--- src/rtl/pcs_rx_decoder_if.sv ---
// Receive-side bundle: gearbox half-blocks in, XGMII RX lanes out.
// Slave modport is the decoder's view; master is the upstream/sink side.
interface pcs_rx_decoder_if #(
    parameter int DATA_WIDTH = 32,
    parameter int CTRL_WIDTH = DATA_WIDTH / 8,
    parameter int HDR_WIDTH  = 2
);
    logic [DATA_WIDTH-1:0] i_rx_data;
    logic [HDR_WIDTH-1:0]  i_rx_hdr;
    logic                  i_rx_hdr_valid;
    logic                  i_rx_data_valid;
    logic                  i_block_lock;
    logic [DATA_WIDTH-1:0] o_xgmii_rxd;
    logic [CTRL_WIDTH-1:0] o_xgmii_rxc;
    logic                  o_xgmii_rvalid;
    logic                  o_decode_err;

    modport master (
        output i_rx_data, i_rx_hdr, i_rx_hdr_valid, i_rx_data_valid, i_block_lock,
        input  o_xgmii_rxd, o_xgmii_rxc, o_xgmii_rvalid, o_decode_err
    );
    modport slave (
        input  i_rx_data, i_rx_hdr, i_rx_hdr_valid, i_rx_data_valid, i_block_lock,
        output o_xgmii_rxd, o_xgmii_rxc, o_xgmii_rvalid, o_decode_err
    );
endinterface

--- src/rtl/pcs_rx_decoder.sv ---
// 64b/66b RX decoder with simplified receive FSM; latency 2 beats from block word1 to its lanes.
// No backpressure: gearbox pauses (i_rx_data_valid low) stall input and output together.
module pcs_rx_decoder #(
    parameter int DATA_WIDTH = 32,
    parameter int CTRL_WIDTH = DATA_WIDTH / 8,
    parameter int HDR_WIDTH  = 2
) (
    input  logic              i_rx_clk,
    input  logic              i_rx_reset,
    pcs_rx_decoder_if.slave   bus
);
    localparam int BLK_W = 2 * DATA_WIDTH;
    localparam int BLK_C = 2 * CTRL_WIDTH;
    localparam logic [BLK_W-1:0] IDLE_BLK = {BLK_C{8'h07}};
    localparam logic [BLK_W-1:0] ERR_BLK  = {BLK_C{8'hFE}};

    typedef enum logic [1:0] {RX_INIT, RX_C, RX_D, RX_E} rx_state_t;
    typedef enum logic [2:0] {CL_C, CL_S, CL_D, CL_T, CL_E} blk_class_t;

    rx_state_t             state_q, state_d;
    logic                  have_w0_q;
    logic [DATA_WIDTH-1:0] w0_q;
    logic [HDR_WIDTH-1:0]  hdr_q;
    logic [BLK_W-1:0]      blk_dat_q, blk_dat_d;
    logic [BLK_C-1:0]      blk_ctl_q, blk_ctl_d;
    logic                  blk_err_q;
    logic [DATA_WIDTH-1:0] rxd_q;
    logic [CTRL_WIDTH-1:0] rxc_q;
    logic                  rvalid_q;
    logic                  err_q;

    logic [BLK_W-1:0]      payload;
    logic [BLK_W-1:0]      rest;
    logic [7:0]            btype;
    logic [2:0]            term_k;
    logic                  is_term;
    blk_class_t            cls;

    assign payload = {bus.i_rx_data, w0_q};
    assign rest    = payload >> 8;
    assign btype   = payload[7:0];

    always_comb begin
        is_term = 1'b1;
        term_k  = 3'd0;
        case (btype)
            8'h87:   term_k = 3'd0;
            8'h99:   term_k = 3'd1;
            8'hAA:   term_k = 3'd2;
            8'hB4:   term_k = 3'd3;
            8'hCC:   term_k = 3'd4;
            8'hD2:   term_k = 3'd5;
            8'hE1:   term_k = 3'd6;
            8'hFF:   term_k = 3'd7;
            default: is_term = 1'b0;
        endcase
    end

    always_comb begin
        cls       = CL_E;
        blk_dat_d = ERR_BLK;
        blk_ctl_d = '1;
        if (hdr_q == 2'b01) begin
            cls       = CL_D;
            blk_dat_d = payload;
            blk_ctl_d = '0;
        end else if (hdr_q == 2'b10) begin
            if (btype == 8'h1E) begin
                cls = CL_C;
                // Idle codes become 0x07; the error code 0x1E stays 0xFE; anything else poisons the block.
                for (int i = 0; i < 8; i++) begin
                    if (payload[8+7*i +: 7] == 7'h00)
                        blk_dat_d[8*i +: 8] = 8'h07;
                    else if (payload[8+7*i +: 7] != 7'h1E)
                        cls = CL_E;
                end
            end else if (btype == 8'h78) begin
                cls       = CL_S;
                blk_dat_d = {payload[BLK_W-1:8], 8'hFB};
                blk_ctl_d = 8'h01;
            end else if (btype == 8'h33) begin
                cls       = CL_S;
                blk_dat_d = {payload[BLK_W-1:40], 8'hFB, 32'h07070707};
                blk_ctl_d = 8'h1F;
            end else if (is_term) begin
                cls = CL_T;
                for (int i = 0; i < 8; i++) begin
                    if (i < int'(term_k)) begin
                        blk_dat_d[8*i +: 8] = rest[8*i +: 8];
                        blk_ctl_d[i]        = 1'b0;
                    end else if (i == int'(term_k)) begin
                        blk_dat_d[8*i +: 8] = 8'hFD;
                    end else begin
                        blk_dat_d[8*i +: 8] = 8'h07;
                    end
                end
            end
        end
    end

    always_comb begin
        state_d = RX_E;
        if (state_q == RX_D) begin
            case (cls)
                CL_D:    state_d = RX_D;
                CL_T:    state_d = RX_C;
                default: state_d = RX_E;
            endcase
        end else begin
            case (cls)
                CL_C:    state_d = RX_C;
                CL_S:    state_d = RX_D;
                default: state_d = RX_E;
            endcase
        end
    end

    always_ff @(posedge i_rx_clk or posedge i_rx_reset) begin
        if (i_rx_reset) begin
            state_q   <= RX_INIT;
            have_w0_q <= 1'b0;
            w0_q      <= '0;
            hdr_q     <= '0;
            blk_dat_q <= IDLE_BLK;
            blk_ctl_q <= '1;
            blk_err_q <= 1'b0;
            rxd_q     <= {CTRL_WIDTH{8'h07}};
            rxc_q     <= '1;
            rvalid_q  <= 1'b0;
            err_q     <= 1'b0;
        end else begin
            rvalid_q <= bus.i_rx_data_valid;
            err_q    <= 1'b0;
            if (bus.i_rx_data_valid) begin
                if (!bus.i_block_lock) begin
                    state_q   <= RX_INIT;
                    have_w0_q <= 1'b0;
                    blk_dat_q <= IDLE_BLK;
                    blk_ctl_q <= '1;
                    blk_err_q <= 1'b0;
                    rxd_q     <= {CTRL_WIDTH{8'hFE}};
                    rxc_q     <= '1;
                end else if (bus.i_rx_hdr_valid) begin
                    w0_q      <= bus.i_rx_data;
                    hdr_q     <= bus.i_rx_hdr;
                    have_w0_q <= 1'b1;
                    if (have_w0_q) begin
                        // Truncated block: emit it as an error block in place of the pending lanes.
                        state_q   <= RX_E;
                        blk_dat_q <= ERR_BLK;
                        blk_ctl_q <= '1;
                        blk_err_q <= 1'b0;
                        rxd_q     <= {CTRL_WIDTH{8'hFE}};
                        rxc_q     <= '1;
                        err_q     <= 1'b1;
                    end else begin
                        rxd_q <= blk_dat_q[DATA_WIDTH-1:0];
                        rxc_q <= blk_ctl_q[CTRL_WIDTH-1:0];
                        err_q <= blk_err_q;
                    end
                end else begin
                    rxd_q <= blk_dat_q[BLK_W-1:DATA_WIDTH];
                    rxc_q <= blk_ctl_q[BLK_C-1:CTRL_WIDTH];
                    if (have_w0_q) begin
                        have_w0_q <= 1'b0;
                        state_q   <= state_d;
                        blk_dat_q <= (state_d == RX_E) ? ERR_BLK : blk_dat_d;
                        blk_ctl_q <= (state_d == RX_E) ? '1 : blk_ctl_d;
                        blk_err_q <= (state_d == RX_E);
                    end
                end
            end
        end
    end

    assign bus.o_xgmii_rxd    = rxd_q;
    assign bus.o_xgmii_rxc    = rxc_q;
    assign bus.o_xgmii_rvalid = rvalid_q;
    assign bus.o_decode_err   = err_q;
endmodule
--- src/flat_wrapper.sv ---
// flat-port wrapper written by rule: the top's interface ports become plain ports
module pcs_rx_decoder_flat 
#(
    parameter int DATA_WIDTH = 32,
    parameter int CTRL_WIDTH = DATA_WIDTH / 8,
    parameter int HDR_WIDTH  = 2
)
  (i_rx_clk, i_rx_reset, bus_i_rx_data, bus_i_rx_hdr, bus_i_rx_hdr_valid, bus_i_rx_data_valid, bus_i_block_lock, bus_o_xgmii_rxd, bus_o_xgmii_rxc, bus_o_xgmii_rvalid, bus_o_decode_err);
  pcs_rx_decoder_if #(.DATA_WIDTH(DATA_WIDTH), .CTRL_WIDTH(CTRL_WIDTH), .HDR_WIDTH(HDR_WIDTH)) bus_i ();
  input  logic i_rx_clk;
  input  logic i_rx_reset;
  input wire logic [$bits(bus_i.i_rx_data)-1:0] bus_i_rx_data;
  input wire logic [$bits(bus_i.i_rx_hdr)-1:0] bus_i_rx_hdr;
  input wire logic [$bits(bus_i.i_rx_hdr_valid)-1:0] bus_i_rx_hdr_valid;
  input wire logic [$bits(bus_i.i_rx_data_valid)-1:0] bus_i_rx_data_valid;
  input wire logic [$bits(bus_i.i_block_lock)-1:0] bus_i_block_lock;
  output wire logic [$bits(bus_i.o_xgmii_rxd)-1:0] bus_o_xgmii_rxd;
  output wire logic [$bits(bus_i.o_xgmii_rxc)-1:0] bus_o_xgmii_rxc;
  output wire logic [$bits(bus_i.o_xgmii_rvalid)-1:0] bus_o_xgmii_rvalid;
  output wire logic [$bits(bus_i.o_decode_err)-1:0] bus_o_decode_err;
  assign bus_i.i_rx_data = bus_i_rx_data;
  assign bus_i.i_rx_hdr = bus_i_rx_hdr;
  assign bus_i.i_rx_hdr_valid = bus_i_rx_hdr_valid;
  assign bus_i.i_rx_data_valid = bus_i_rx_data_valid;
  assign bus_i.i_block_lock = bus_i_block_lock;
  assign bus_o_xgmii_rxd = bus_i.o_xgmii_rxd;
  assign bus_o_xgmii_rxc = bus_i.o_xgmii_rxc;
  assign bus_o_xgmii_rvalid = bus_i.o_xgmii_rvalid;
  assign bus_o_decode_err = bus_i.o_decode_err;
  pcs_rx_decoder #(.DATA_WIDTH(DATA_WIDTH), .CTRL_WIDTH(CTRL_WIDTH), .HDR_WIDTH(HDR_WIDTH)) u_core (.i_rx_clk(i_rx_clk), .i_rx_reset(i_rx_reset), .bus(bus_i));
endmodule
--- config.mk ---
export PLATFORM = sky130hd
export DESIGN_NAME = pcs_rx_decoder_flat
export DESIGN_NICKNAME = d
export VERILOG_FILES = /design/src/rtl/pcs_rx_decoder_if.sv /design/src/rtl/pcs_rx_decoder.sv /design/src/flat_wrapper.sv
export SDC_FILE = /design/constraint.sdc
export NUM_CORES = 1
export LEC_CHECK = 0
export CORE_MARGIN = 2
export CORE_UTILIZATION = 52
export CTS_CLUSTER_SIZE = 40
export DETAILED_ROUTE_END_ITERATION = 8
export PLACE_DENSITY = 0.88
export SLEW_MARGIN = 40
export SYNTH_ARGS = -nofsm -noshare
export SYNTH_HDL_FRONTEND = slang
export SYNTH_SLANG_ARGS = --single-unit
--- constraint.sdc ---
create_clock -name i_rx_clk -period 4.8 [get_ports i_rx_clk]
set_clock_uncertainty 0.2 [all_clocks]
set_input_delay 0.96 -clock i_rx_clk [delete_from_list [all_inputs] [get_ports i_rx_clk]]
set_output_delay 0.96 -clock i_rx_clk [all_outputs]
set_load 0.01 [all_outputs]
==> flow_summary.yaml, run 1 <==
clock_network:
  clkSinkCount: 148
  insertion_delay_ns: 0.43
  clk_path_buf_depth: 2
  clkSlewWorstSetupHoldPaths_ns: 0.06
  hold_buffers: 0
  cts_resized: 0
  cts-root-buf: "clkbuf_16"
  post-cts-setup-buffer-count: 0
  cts_buffers: 17
  cts_tree: "yes"
  htree_levels: 4
finish:
  layout.nets: 976
  drive_above_1_share: 0.177
  antenna_cells: 0
  syn_to_final_growth_pct: 19.8
  nFillCells: 1258
pwr:
  p_sw_frac: 0.329
  p_sw_w: 0.00123
  pwr-share-clk: 0.345
  p_leak_nw: 3.92
  p_int_w: 0.00250
  p_per_area_mw_per_mm2: 387
  power_frac_seq: 0.440
  ir_drop_mv: 0.261
  combinationalPowerShare: 0.215
  power_w: 0.00373
critical_path:
  reg2reg_to: "u_core.blk_dat_q[63]"
  crit_path_max_fanout: 16
  endpoint_kind: "flop"
  worstSetupPathType: "in -> reg"
  slowest_stage: "or4_1"
  timing.rr.start: "u_core.w0_q[0]"
  critPathBufInv: 2
  cp-start-kind: "primary input"
  critPathMaxStageDelay_ns: 0.58
  crit_family: "simple AND/OR/NAND/NOR gates"
  worst_ep_arrival_time_ns: 4.02
  reg2regPathDepth: 8
  cp_cell_sequence: "clkdlybuf4s50_1 > or4_1 > a22o_1 > or3_1 > nor3_4 > o31ai_4 > nand2_1 > buf_4 > o211ai_1"
  crit_required_ns: 4.90
  regToRegSetupSlack_ns: 1.12
floorplan:
  core_mm2: 0.0151
  die_w_um: 128
  dieHeight_um: 128
  die_area_mm2: 0.0165
  ioPinCount: 77
  start_util: 0.532
  core.rowCount: 45
synth:
  synth_ff_type: "dfrtp_1"
  synth.avg_cell_area_um2: 9.23
  synth.cell_area_mm2: 0.00805
  yosysUniqueCellTypes: 65
  postSynthCellCount: 872
  yosys_register_bits: 148
  yosys_warnings: 0
  synth_nets: 911
  ys_seq_area_frac: 0.468
  synth-async-reset-ratio: 1.00
  synth_edf_count: 0
detailed_routing:
  via_count: 8044
  drt_first_pass_iters: 7
  drtIter0Drc: 1315
  viasPerCell: 7.07
  remaining_drc_errors: 0
  antenna_left: 0
  wl_per_cell_um: 26.5
  drt_wl_total_mm: 30.1
sta:
  setup_viol: 0
  fmax_ghz: 0.255
  worst_pin_slew_ns: 0.927
  rsz0062_at_grt: "false"
  setup_tns_ns: 0
  hold_violations: 0
  max-slew-margin-rel: 0.379
  fin_crit_ns: 3.92
  timing.final.crit_share: 0.817
  maxSlewViolCount: 0
  setup_slack_ns: 0.878
global_route:
  track_usage: 0.374
  grt_pass1_wl_mm: 45.5
  grt_overflow: 0
  antenna_found_initial: 0
  grt_pass1_vias: 7480
  grt_max_degree: 72
placement:
  pre_cts_ws_ns: 0.535
  dp_hpwl_mm: 21.3
  gp_congestion: 1.10
  portBuffers: 76
worst_hold_path:
  min_path_type: "reg -> reg"
  hold_path_startpoint: "u_core.bus.o_xgmii_rxd[10]"
  holdPathStages: 2
  min_to: "u_core.bus.o_xgmii_rxd[10]"
status:
  status: "complete, no violations"
run:
  cap_violations: 0
## sequential cells by signal (all words and copies together) (netlist names)
name and count:
u_core.bus.o_decode_err 1, u_core.bus.o_xgmii_rxd 32, u_core.blk_ctl_q 8, u_core.state_q 2
u_core.blk_dat_q 64, u_core.w0_q 32, u_core.have_w0_q 1, u_core.hdr_q 2
u_core.bus.o_xgmii_rvalid 1, u_core.bus.o_xgmii_rxc 4, u_core.blk_err_q 1
## how the worst max path moves through the flow
stage                                      end  slack, ns         startpoint  cells after the start
after floorplan            u_core.blk_dat_q[7]       1.34  bus_i_rx_data[19]                      9
after CTS                 u_core.blk_dat_q[63]       0.96  bus_i_rx_data[19]                      9
after detailed placement  u_core.blk_dat_q[63]       0.53  bus_i_rx_data[19]                      9
after global placement    u_core.blk_dat_q[59]       0.63  bus_i_rx_data[19]                      9
after global routing      u_core.blk_dat_q[63]       0.81  bus_i_rx_data[19]                      9
final                     u_core.blk_dat_q[63]       0.88  bus_i_rx_data[19]                      9
## power by group through the flow
stage	Combinational (W)	Sequential (W)	Clock, W
3_3_place_gp	0.000758	0.00163	0
3_5_place_dp	0.000769	0.00164	0
2_1_floorplan	0.000467	0.00157	0
6_report	0.000802	0.00164	0.00129
5_1_grt	0.000851	0.00165	0.00134
4_1_cts	0.000774	0.00163	0.00129
## worst register-to-register path: cells and delay by family, from the launching register on
| kind | cells | cell delay [ns] |
|---|---|---|
| AOI/OAI and AO/OA | 4 | 1.02 |
| buffers and inverters | 1 | 0.29 |
| DFF | 1 | 0.65 |
| and+or+nand+nor | 3 | 1.39 |
## per-stage QoR
| stage | util | std cells | hold WS [ns] | area (um^2) |
|---|---|---|---|---|
| 6_report | 0.637 | 1138 | 0.271 | 9640 |
| 5_1_grt | 0.637 | 1138 | 0.287 | 9640 |
| 4_1_cts | 0.634 | 1137 | 0.276 | 9610 |
| 3_5_place_dp | 0.597 | 1105 | 0.268 | 9050 |
| 3_3_place_gp | 0.597 | 1105 | 0.244 | 9040 |
| 2_1_floorplan | - | 872 | 0.230 | 8050 |
## routing by layer
layer | routed length (um) | share of wire | up-vias | track usage
met1 | 11700 | 0.39 | 3839 | 0.506
met4 | 1770 | 0.059 | 0 | 0.166
met3 | 3740 | 0.12 | 157 | 0.104
met5 | 0 | 0 | - | 0
li1 | - | - | 3401 | -
met2 | 12900 | 0.43 | 647 | 0.566
## area by class of cell
cell class | instances | area (um^2) | share of cell area
repair buffers | 108 | 1030 | 0.107
multi-input cells | 613 | 3860 | 0.401
well taps | 188 | 235 | 0.0244
inverters | 49 | 188 | 0.0195
clock inverters | 11 | 101 | 0.0105
flip-flops and latches | 148 | 3760 | 0.390
clock buffers | 21 | 460 | 0.0478
## synthesized netlist by cell type (3+ instances only)
library cell	count	area [um^2]
a211o_1	3	26.3
a211oi_1	3	22.5
a21oi_1	69	345
a221o_1	11	110
a221oi_1	8	70.1
a22oi_1	4	30.0
a31o_2	3	26.3
a31oi_1	13	81.3
a32o_1	4	40.0
and2_1	5	31.3
and3_1	5	31.3
buf_2	5	25.0
clkbuf_1	53	199
dfrtp_1	100	2500
dfstp_2	48	1260
inv_1	49	184
mux2_2	33	372
nand2_1	73	274
nand2b_1	6	37.5
nand3_1	16	80.1
nand4_1	13	81.3
nor2_1	79	297
nor2b_1	9	56.3
nor3_1	14	70.1
nor4_1	4	25.0
nor4bb_1	8	80.1
o2111ai_1	7	61.3
o211ai_1	11	82.6
o21a_1	3	22.5
o21ai_0	91	455
o21ai_1	3	15.0
o221ai_1	37	324
o22a_1	6	52.6
o22ai_1	15	93.8
o311ai_0	5	43.8
o31ai_1	4	30.0
o32a_1	3	30.0
or2_2	3	18.8
or4_1	8	60.1
or4bb_1	6	67.6
## cells by family after synthesis
| logic type | after synthesis | synth area share |
|---|---|---|
| AO/OA/AOI/OAI | 321 | 0.268 |
| AND/OR/NAND/NOR | 259 | 0.164 |
| flip-flops | 148 | 0.468 |
| buffers and inverters | 111 | 0.0544 |
| multiplexers | 33 | 0.0462 |
## cells in the final DEF, fill, tap and decap left out, types with 15 or more instances in the layout
master	netlist	final
clkbuf_16	0	17
dfstp_2	48	48
o21ai_0	91	90
inv_1	49	48
nand3_1	16	15
buf_4	0	30
clkdlybuf4s50_1	0	75
mux2_2	33	33
dfrtp_1	100	100
a21oi_1	69	68
nor2_1	79	79
nand2_1	73	73
o221ai_1	37	37
o22ai_1	15	15
Note: power is estimated with default switching activity, not from simulation.
==> inputs of run 2 (changes only) <==
--- a/config.mk
+++ b/config.mk
@@ -6,10 +6,10 @@
 export NUM_CORES = 1
 export LEC_CHECK = 0
 export CORE_MARGIN = 2
-export CORE_UTILIZATION = 52
+export CORE_UTILIZATION = 55
 export CTS_CLUSTER_SIZE = 40
 export DETAILED_ROUTE_END_ITERATION = 8
-export PLACE_DENSITY = 0.88
+export PLACE_DENSITY = 0.89
 export SLEW_MARGIN = 40
 export SYNTH_ARGS = -nofsm -noshare
 export SYNTH_HDL_FRONTEND = slang
==> constraint.sdc (replaced) <==
create_clock -name i_rx_clk -period 3.85 [get_ports i_rx_clk]
set_clock_uncertainty 0.2 [all_clocks]
set_input_delay 0.77 -clock i_rx_clk [delete_from_list [all_inputs] [get_ports i_rx_clk]]
set_output_delay 0.77 -clock i_rx_clk [all_outputs]
set_load 0.01 [all_outputs]
==> flow_summary.yaml, run 2 (same netlist as run 1, synthesis figures left out) <==
critical_path:
  timing.rr.start: "u_core.w0_q[3]"
  cp_cell_sequence: "or4bb_1 > nor2_1 > buf_4 > nor2_1 > a31o_2 > o31ai_2 > a21oi_1 > buf_4 > a21oi_1"
  startpoint: "u_core.w0_q[3]"
  crit_family: "compound AO/OA/AOI/OAI gates"
  worstSetupPathType: "reg -> reg"
  crit_required_ns: 4.00
  worst_ep_arrival_time_ns: 3.64
  critPathMaxStageDelay_ns: 0.66
  crit_path_max_fanout: 15
  critPathBufInv: 2
  regToRegSetupSlack_ns: 0.36
  endpoint_kind: "flop"
  slowest_stage: "o31ai_2"
  cp-start-kind: "flop"
global_route:
  grt_max_degree: 149
  track_usage: 0.383
  grt_pass1_vias: 7636
  grt_overflow: 0
  grt_pass1_wl_mm: 45.6
  antenna_found_initial: 1
placement:
  pre_cts_ws_ns: 0.104
  gp_congestion: 1.01
  placed_area_mm2: 0.00933
  dp_hpwl_mm: 20.9
  portBuffers: 76
sta:
  rsz0062_at_grt: "false"
  maxSlewViolCount: 0
  setup_slack_ns: 0.361
  timing.final.crit_share: 0.906
  fmax_ghz: 0.287
  fin_crit_ns: 3.49
  hold_ws_ns: 0.267
  setup_tns_ns: 0
  hold_violations: 0
  max-slew-margin-rel: 0.393
  worst_pin_slew_ns: 0.901
  setup_viol: 0
finish:
  final_common_cell: "dfrtp_1"
  drive_above_1_share: 0.202
  final_cell_mix: "dfrtp_1 (100), o21ai_0 (91), nor2_1 (79)"
  syn_to_final_growth_pct: 23.2
  layout.nets: 1009
  antenna_cells: 0
  largest_register_ff_count: 64
  nFillCells: 1120
  seqCellArea_mm2: 0.00376
  regMostFlops: "u_core.blk_dat_q"
  final_area_mm2: 0.00992
  multiInputGateArea_mm2: 0.00386
  utilization: 0.688
pwr:
  ir_drop_mv: 0.288
  pwr-share-clk: 0.343
  combinationalPowerShare: 0.218
  p_sw_w: 0.00152
  p_sw_frac: 0.325
  p_leak_nw: 4.09
  p_int_w: 0.00314
  p_per_area_mw_per_mm2: 470
  power_frac_seq: 0.440
run:
  cap_violations: 0
clock_network:
  clk_path_buf_depth: 2
  insertion_delay_ns: 0.43
  cts_resized: 0
  cts_tree: "yes"
  clkSlewWorstSetupHoldPaths_ns: 0.06
  cts_buffers: 17
  clkSinkCount: 148
  cts-root-buf: "clkbuf_16"
  hold_buffers: 0
  htree_levels: 4
  post-cts-setup-buffer-count: 0
detailed_routing:
  remaining_drc_errors: 0
  drtIter0Drc: 1105
  drt_wl_total_mm: 29.6
  antenna_left: 0
  viasPerCell: 6.90
  via_count: 8055
  drt_first_pass_iters: 6
  wl_per_cell_um: 25.4
status:
  status: "complete, no violations"
floorplan:
  die_area_mm2: 0.0156
  die_w_um: 125
  core.rowCount: 44
  dieHeight_um: 125
  ioPinCount: 77
  core_mm2: 0.0144
  start_util: 0.558
worst_hold_path:
  min_path_type: "reg -> reg"
  hold_path_startpoint: "u_core.bus.o_xgmii_rxc[1]"
[run 2: layout make-up]
cell class / instances / share of cell area
Sequential cell: 148 / 0.379
Clock inverter: 11 / 0.0102
Multi-Input combinational cell: 613 / 0.389
Inverter: 49 / 0.0189
Timing Repair Buffer: 141 / 0.132
Clock buffer: 21 / 0.0465
Tap cell: 184 / 0.0232
[run 2: metrics by stage]
step | total power [W] | std cells
floorplan | 0.00253 | 872
global placement | 0.00300 | 1134
detailed placement | 0.00303 | 1134
CTS | 0.00461 | 1166
global route | 0.00481 | 1167
finish | 0.00466 | 1167
[run 2: per-layer routing]
layer  track usage  vias up  wire (um)
met5             0        -          0
met1         0.537     3891      11500
met4         0.171        0       1480
met3         0.124      126       3970
met2         0.546      571      12700
li1              -     3467          -
[run 2: power groups by stage]
stage               registers, W  logic [W]  clock network [W]
global placement         0.00204   0.000963                  0
finish                   0.00205    0.00101            0.00160
floorplan                0.00195   0.000582                  0
CTS                      0.00203   0.000987            0.00160
global route             0.00206    0.00109            0.00167
detailed placement       0.00205   0.000979                  0
[run 2: final timing paths]
kind,cells past startpoint,to
max,9,u_core.blk_ctl_q[6]
min,2,u_core.bus.o_xgmii_rxc[1]
max reg2reg,9,u_core.blk_ctl_q[6]
min reg2reg,2,u_core.bus.o_xgmii_rxc[1]
max in group asynchronous,4,u_core.bus.o_xgmii_rxd[0]
min in group asynchronous,3,u_core.bus.o_xgmii_rxd[6]
[run 2: worst register-to-register path: stages (launching register included)]
cell,delay [ns]
dfrtp_1,0.60
or4bb_1,0.59
nor2_1,0.28
buf_4,0.25
nor2_1,0.08
a31o_2,0.28
o31ai_2,0.66
a21oi_1,0.11
buf_4,0.20
a21oi_1,0.16
